===== src/rtl/ex_result_stage_if.sv =====
// Handshake and data bundle between the ALU, the execute result stage and writeback.
// The slave modport is the stage's view; the master modport is the surrounding pipeline's view.
interface ex_result_stage_if #(
    parameter int DATA_W = 32,
    parameter int REG_W  = 4
);
    logic              valid_in;
    logic              ready_out;
    logic [DATA_W-1:0] result_in;
    logic              n_flag_in;
    logic              z_flag_in;
    logic              c_flag_in;
    logic              v_flag_in;
    logic [3:0]        cond_in;
    logic              set_flags_in;
    logic              wr_en_in;
    logic [REG_W-1:0]  rd_addr_in;
    logic              flush_in;
    logic              valid_out;
    logic              ready_in;
    logic [DATA_W-1:0] result_out;
    logic [REG_W-1:0]  rd_addr_out;
    logic              wr_en_out;
    logic              executed_out;
    logic [3:0]        nzcv_out;

    modport slave (
        input  valid_in, result_in, n_flag_in, z_flag_in, c_flag_in, v_flag_in,
        input  cond_in, set_flags_in, wr_en_in, rd_addr_in, flush_in, ready_in,
        output ready_out, valid_out, result_out, rd_addr_out, wr_en_out,
        output executed_out, nzcv_out
    );

    modport master (
        output valid_in, result_in, n_flag_in, z_flag_in, c_flag_in, v_flag_in,
        output cond_in, set_flags_in, wr_en_in, rd_addr_in, flush_in, ready_in,
        input  ready_out, valid_out, result_out, rd_addr_out, wr_en_out,
        input  executed_out, nzcv_out
    );
endinterface


===== src/rtl/ex_result_stage.sv =====
// Execute result stage: 2-entry skid buffer for ALU results, ARM condition evaluation
// against the committed CPSR flags, and flag commit for executed S-bit instructions.
module ex_result_stage #(
    parameter int DATA_W = 32,
    parameter int REG_W  = 4
) (
    input logic              clk_in,
    input logic              reset_n_in,
    ex_result_stage_if.slave bus
);

    typedef struct packed {
        logic [DATA_W-1:0] result;
        logic [REG_W-1:0]  rd_addr;
        logic              wr_en;
        logic              executed;
    } entry_t;

    entry_t     head_q;
    entry_t     tail_q;
    entry_t     new_entry;
    logic [1:0] count_q;
    logic [3:0] nzcv_q;
    logic       cond_pass;
    logic       accept;
    logic       pop;
    logic       flag_n;
    logic       flag_z;
    logic       flag_c;
    logic       flag_v;

    assign flag_n = nzcv_q[3];
    assign flag_z = nzcv_q[2];
    assign flag_c = nzcv_q[1];
    assign flag_v = nzcv_q[0];

    // Condition is judged against the committed flags, i.e. before this instruction's own update.
    always_comb begin
        cond_pass = 1'b0;
        case (bus.cond_in)
            4'h0: cond_pass = flag_z;
            4'h1: cond_pass = !flag_z;
            4'h2: cond_pass = flag_c;
            4'h3: cond_pass = !flag_c;
            4'h4: cond_pass = flag_n;
            4'h5: cond_pass = !flag_n;
            4'h6: cond_pass = flag_v;
            4'h7: cond_pass = !flag_v;
            4'h8: cond_pass = flag_c && !flag_z;
            4'h9: cond_pass = !flag_c || flag_z;
            4'hA: cond_pass = (flag_n == flag_v);
            4'hB: cond_pass = (flag_n != flag_v);
            4'hC: cond_pass = !flag_z && (flag_n == flag_v);
            4'hD: cond_pass = flag_z || (flag_n != flag_v);
            4'hE: cond_pass = 1'b1;
            default: cond_pass = 1'b0;
        endcase
    end

    always_comb begin
        new_entry          = '0;
        new_entry.result   = bus.result_in;
        new_entry.rd_addr  = bus.rd_addr_in;
        new_entry.wr_en    = bus.wr_en_in;
        new_entry.executed = cond_pass;
    end

    assign bus.ready_out = (count_q < 2'd2);
    assign bus.valid_out = (count_q != 2'd0);
    assign accept        = bus.valid_in && bus.ready_out && !bus.flush_in;
    assign pop           = bus.valid_out && bus.ready_in && !bus.flush_in;

    // head_q is always the oldest entry; tail_q only holds data while two entries are buffered.
    always_ff @(posedge clk_in or negedge reset_n_in) begin
        if (!reset_n_in) begin
            head_q  <= '0;
            tail_q  <= '0;
            count_q <= 2'd0;
            nzcv_q  <= 4'b0000;
        end else begin
            if (accept && cond_pass && bus.set_flags_in) begin
                nzcv_q <= {bus.n_flag_in, bus.z_flag_in, bus.c_flag_in, bus.v_flag_in};
            end
            if (bus.flush_in) begin
                count_q         <= 2'd0;
                head_q.wr_en    <= 1'b0;
                head_q.executed <= 1'b0;
                tail_q.wr_en    <= 1'b0;
                tail_q.executed <= 1'b0;
            end else begin
                count_q <= count_q + 2'(accept) - 2'(pop);
                if (pop) begin
                    if (count_q == 2'd2) begin
                        head_q <= tail_q;
                    end else if (accept) begin
                        head_q <= new_entry;
                    end
                end else if (accept) begin
                    if (count_q == 2'd0) begin
                        head_q <= new_entry;
                    end else begin
                        tail_q <= new_entry;
                    end
                end
            end
        end
    end

    assign bus.result_out   = head_q.result;
    assign bus.rd_addr_out  = head_q.rd_addr;
    assign bus.wr_en_out    = head_q.wr_en && head_q.executed;
    assign bus.executed_out = head_q.executed;
    assign bus.nzcv_out     = nzcv_q;

endmodule


===== src/flat_wrapper.sv =====
// flat-port wrapper written by rule: the top's interface ports become plain ports
module ex_result_stage_flat 
#(
    parameter int DATA_W = 32,
    parameter int REG_W  = 4
)
  (clk_in, reset_n_in, bus_valid_in, bus_result_in, bus_n_flag_in, bus_z_flag_in, bus_c_flag_in, bus_v_flag_in, bus_cond_in, bus_set_flags_in, bus_wr_en_in, bus_rd_addr_in, bus_flush_in, bus_ready_in, bus_ready_out, bus_valid_out, bus_result_out, bus_rd_addr_out, bus_wr_en_out, bus_executed_out, bus_nzcv_out);
  ex_result_stage_if #(.DATA_W(DATA_W), .REG_W(REG_W)) bus_i ();
  input logic clk_in;
  input logic reset_n_in;
  input wire logic [$bits(bus_i.valid_in)-1:0] bus_valid_in;
  input wire logic [$bits(bus_i.result_in)-1:0] bus_result_in;
  input wire logic [$bits(bus_i.n_flag_in)-1:0] bus_n_flag_in;
  input wire logic [$bits(bus_i.z_flag_in)-1:0] bus_z_flag_in;
  input wire logic [$bits(bus_i.c_flag_in)-1:0] bus_c_flag_in;
  input wire logic [$bits(bus_i.v_flag_in)-1:0] bus_v_flag_in;
  input wire logic [$bits(bus_i.cond_in)-1:0] bus_cond_in;
  input wire logic [$bits(bus_i.set_flags_in)-1:0] bus_set_flags_in;
  input wire logic [$bits(bus_i.wr_en_in)-1:0] bus_wr_en_in;
  input wire logic [$bits(bus_i.rd_addr_in)-1:0] bus_rd_addr_in;
  input wire logic [$bits(bus_i.flush_in)-1:0] bus_flush_in;
  input wire logic [$bits(bus_i.ready_in)-1:0] bus_ready_in;
  output wire logic [$bits(bus_i.ready_out)-1:0] bus_ready_out;
  output wire logic [$bits(bus_i.valid_out)-1:0] bus_valid_out;
  output wire logic [$bits(bus_i.result_out)-1:0] bus_result_out;
  output wire logic [$bits(bus_i.rd_addr_out)-1:0] bus_rd_addr_out;
  output wire logic [$bits(bus_i.wr_en_out)-1:0] bus_wr_en_out;
  output wire logic [$bits(bus_i.executed_out)-1:0] bus_executed_out;
  output wire logic [$bits(bus_i.nzcv_out)-1:0] bus_nzcv_out;
  assign bus_i.valid_in = bus_valid_in;
  assign bus_i.result_in = bus_result_in;
  assign bus_i.n_flag_in = bus_n_flag_in;
  assign bus_i.z_flag_in = bus_z_flag_in;
  assign bus_i.c_flag_in = bus_c_flag_in;
  assign bus_i.v_flag_in = bus_v_flag_in;
  assign bus_i.cond_in = bus_cond_in;
  assign bus_i.set_flags_in = bus_set_flags_in;
  assign bus_i.wr_en_in = bus_wr_en_in;
  assign bus_i.rd_addr_in = bus_rd_addr_in;
  assign bus_i.flush_in = bus_flush_in;
  assign bus_i.ready_in = bus_ready_in;
  assign bus_ready_out = bus_i.ready_out;
  assign bus_valid_out = bus_i.valid_out;
  assign bus_result_out = bus_i.result_out;
  assign bus_rd_addr_out = bus_i.rd_addr_out;
  assign bus_wr_en_out = bus_i.wr_en_out;
  assign bus_executed_out = bus_i.executed_out;
  assign bus_nzcv_out = bus_i.nzcv_out;
  ex_result_stage #(.DATA_W(DATA_W), .REG_W(REG_W)) u_core (.clk_in(clk_in), .reset_n_in(reset_n_in), .bus(bus_i));
endmodule

===== config.mk =====
export PLATFORM = sky130hd
export DESIGN_NAME = ex_result_stage_flat
export DESIGN_NICKNAME = d
export VERILOG_FILES = /design/src/rtl/ex_result_stage_if.sv /design/src/rtl/ex_result_stage.sv /design/src/flat_wrapper.sv
export SDC_FILE = /design/constraint.sdc
export NUM_CORES = 1
export LEC_CHECK = 0
export BUFFER_PORTS_ARGS = -buffer_cell sky130_fd_sc_hd__buf_2
export CORE_MARGIN = 4
export CORE_UTILIZATION = 42
export CTS_BUF_LIST = sky130_fd_sc_hd__clkbuf_2 sky130_fd_sc_hd__clkbuf_4 sky130_fd_sc_hd__clkbuf_8
export DETAILED_ROUTE_END_ITERATION = 16
export PLACE_DENSITY = 0.65
export SYNTH_ARGS = -nofsm -noshare
export SYNTH_HDL_FRONTEND = slang
export SYNTH_SLANG_ARGS = --single-unit
export TNS_END_PERCENT = 100

===== constraint.sdc =====
create_clock -name clk_in -period 3.6 [get_ports clk_in]
set_clock_uncertainty 0.15 [all_clocks]
set_input_delay 0.54 -clock clk_in [delete_from_list [all_inputs] [get_ports clk_in]]
set_output_delay 0.54 -clock clk_in [all_outputs]
set_load 0.01 [all_outputs]

==> impl_metrics.csv <==
group,metric,value,unit
status,status,"finished clean",
finish,layout-drive-gt1-share,0.380,
finish,diodes,0,
synth,yosys.area.top_type,"dfrtp_1",
pwr,p_leak,0.00199,µW
worst_hold_path,hold_class,"primary input to async pin",
synth,async_reset_ff_frac,1.00,
timing,setup_ws,1.51,ns
timing,finalSetupViolCount,0,
drt,viasPerCell,4.83,
grt,grt_usage,0.145,
floorplanning,ioPinCount,95,
finish,layout_common_cells,"buf_2 (93), dfrtp_1 (82), nor2_1 (42)",
synth,synth_area_leaders,"dfrtp_1 (52%), mux2_2 (9.9%), mux2i_1 (9.8%)",
synth,synth_top_family_by_area,"multiplexers",
floorplanning,die_y,105,µm
clock_tree,clkSinkCount,82,
setup_path,r2r_cells,5,
setup_path,critPathKind,"flop to flop",
finish,seqCellArea,2050,µm²
grt,grt_pass1_wl,13.0,mm
clock_tree,cts_tree,"yes",
grt,grt_max_degree,83,
finish,fillers,858,
synth,avgSynthCellArea,11.5,µm²
setup_path,worstSetupEndpointType,"flop",
synth,synth-xor-area-share,0.00660,
timing,timing.final.crit_share,0.580,
timing,hold_viol_final,0,
floorplanning,start_util,0.431,
finish,multiInputGateArea,1550,µm²
floorplanning,core_region_area,9240,µm²
pwr,power.density,687,nW/µm²
clock_tree,cts_resized,0,
timing,worst_pin_slew,1.03,ns
timing,finalSetupTns,0,ns
synth,synth_seq_area_share,0.515,
clock_tree,cts_setup_buffers,0,
synth,synth_compound_area_frac,0.0827,
clock_tree,root_buffer,"clkbuf_8",
flow_run,drv_cap,0,
timing,holdWs,0.212,ns
synth,synth_edf_count,0,
synth,ys_warn_count,0,
grt,gr-total-overflow,0,
timing,min_period,2.09,ns
grt,grt_pass1_vias,2674,
drt,wl,7.68,mm
synth,synth_nets,398,
pwr,ir_worst_vdd,331,µV
timing,rsz0062_at_grt,"no",
grt,antenna_found_initial,1,
setup_path,cp.required,3.67,ns
placed_design,gp_congestion,0.740,
clock_tree,path_clk_slew,0.09,ns
drt,drtAntennaViolNets,0,
synth,synth_cell_types,40,
finish,layout_commonest_cell,"buf_2",
floorplanning,dieArea,11100,µm²
setup_path,crit_path_start_kind,"flop",
synth,ys_ff_latch,82,
placed_design,port_buffers,94,
floorplanning,core.rowCount,35,
timing,clock.fmax,0.479,GHz
drt,drc,0,
synth,synthCells,345,
clock_tree,h-tree-depth,3,
setup_path,worstPathArrival,2.16,ns
synth,synthAdderAreaFrac,0.00629,
finish,nets,452,
finish,syn_to_final_growth,13.7,%
setup_path,path_max_fanout,8,
clock_tree,clk_path_buf_depth,2,
placed_design,dp_slack,1.22,ns
drt,dr_total_vias,2572,
synth,yosys.area_share.simple,0.0732,
synth,synth_area,3980,µm²
drt,firstDrtPassIters,4,
timing,relSlewSlack,0.312,
timing,slew_violations,0,
drt,post_drt_wl_per_cell,14.4,µm
drt,drtIter0Drc,72,
clock_tree,insertion_delay,0.35,ns
synth,synthMuxAreaShare,0.218,
synth,yosysTopAreaCellShare,0.515,
placed_design,dpl.hpwl,5.10,mm
clock_tree,cts_buffers,9,
floorplanning,die_x,105,µm
clock_tree,postCtsHoldBufs,0,
synth,ys.flop_type,"dfrtp_1",
==> worst paths after layout <==
check	to	slack, ns	from
setup / recovery	u_core.bus.nzcv_out[0]$_DFFE_PN0P_	1.51	u_core.bus.nzcv_out[0]$_DFFE_PN0P_
hold / removal	u_core.bus.result_out[16]$_DFFE_PN0P_	0.21	reset_n_in
setup reg to reg	u_core.bus.nzcv_out[0]$_DFFE_PN0P_	1.51	u_core.bus.nzcv_out[0]$_DFFE_PN0P_
hold reg to reg	u_core.tail_q[20]$_DFFE_PN0P_	0.34	u_core.tail_q[20]$_DFFE_PN0P_
max in group asynchronous	u_core.bus.result_out[7]$_DFFE_PN0P_	2.42	reset_n_in
min in group clk_in	u_core.bus.nzcv_out[1]$_DFFE_PN0P_	0.25	bus_c_flag_in
==> critical path, cell delays in order, from the launching register on <==
cell and delay, ns:
dfrtp_1 0.49, and4b_1 0.23, a221oi_1 0.23, a211oi_1 0.17
o311ai_4 0.34, mux2_1 0.36
==> registers in the layout, indices dropped and copies added (netlist names) <==
register / flops
u_core.head_q: 1
u_core.bus.nzcv_out: 4
u_core.tail_q: 38
u_core.bus.rd_addr_out: 4
u_core.count_q: 2
u_core.bus.result_out: 32
u_core.bus.executed_out: 1
==> cell usage after synthesis, types with 2 or more instances <==
library cell / instances
a21oi_1: 37
a22o_1: 2
and4bb_1: 2
buf_2: 12
buf_4: 36
clkbuf_1: 5
dfrtp_1: 82
ha_1: 2
inv_1: 7
mux2_1: 6
mux2_2: 35
mux2i_1: 39
nand2b_1: 3
nor2_1: 43
nor2b_1: 4
nor3_1: 2
nor4_1: 2
o21ai_0: 2
xnor2_1: 3
==> area by class of cell <==
type	instances	share of cell area
Clock inverter	5	0.0174
Sequential cell	82	0.453
Timing Repair Buffer	97	0.115
Tap cell	129	0.0357
Clock buffer	10	0.0290
Inverter	8	0.00663
Multi-Input combinational cell	201	0.343
==> power by group <==
group	total, µW	internal [µW]	switching, µW
combinational	897	463	434
sequential	1490	1280	209
clock	723	395	328
==> through the flow <==
step | instance area, µm² | total power, µW | util | instances
after floorplan | 3980 | 2250 | - | 345
after global placement | 4320 | 2380 | 0.467 | 517
after detailed placement | 4320 | 2420 | 0.467 | 517
after CTS | 4530 | 3160 | 0.490 | 532
after global routing | 4530 | 3340 | 0.490 | 532
final | 4530 | 3110 | 0.490 | 532
==> cell families (layout without fill, tap and decap cells) <==
family	Yosys count	in the layout
multiplexers	81	81
buffers and inverters	62	120
AO/OA/AOI/OAI	53	53
AND/OR/NAND/NOR	62	62
XOR/XNOR	3	3
flip-flops	82	82
adder cells (fa/ha/maj)	2	2
==> layer usage <==
| metal | vias to the layer above | track usage | part of all wire |
|---|---|---|---|
| met5 | - | 0 | 0.00091 |
| met4 | 2 | 0.0337 | 0.0076 |
| met3 | 7 | 0.0533 | 0.062 |
| met2 | 60 | 0.236 | 0.48 |
| met1 | 1229 | 0.183 | 0.45 |
| li1 | 1274 | - | - |
(Power assumes the default switching activity.)
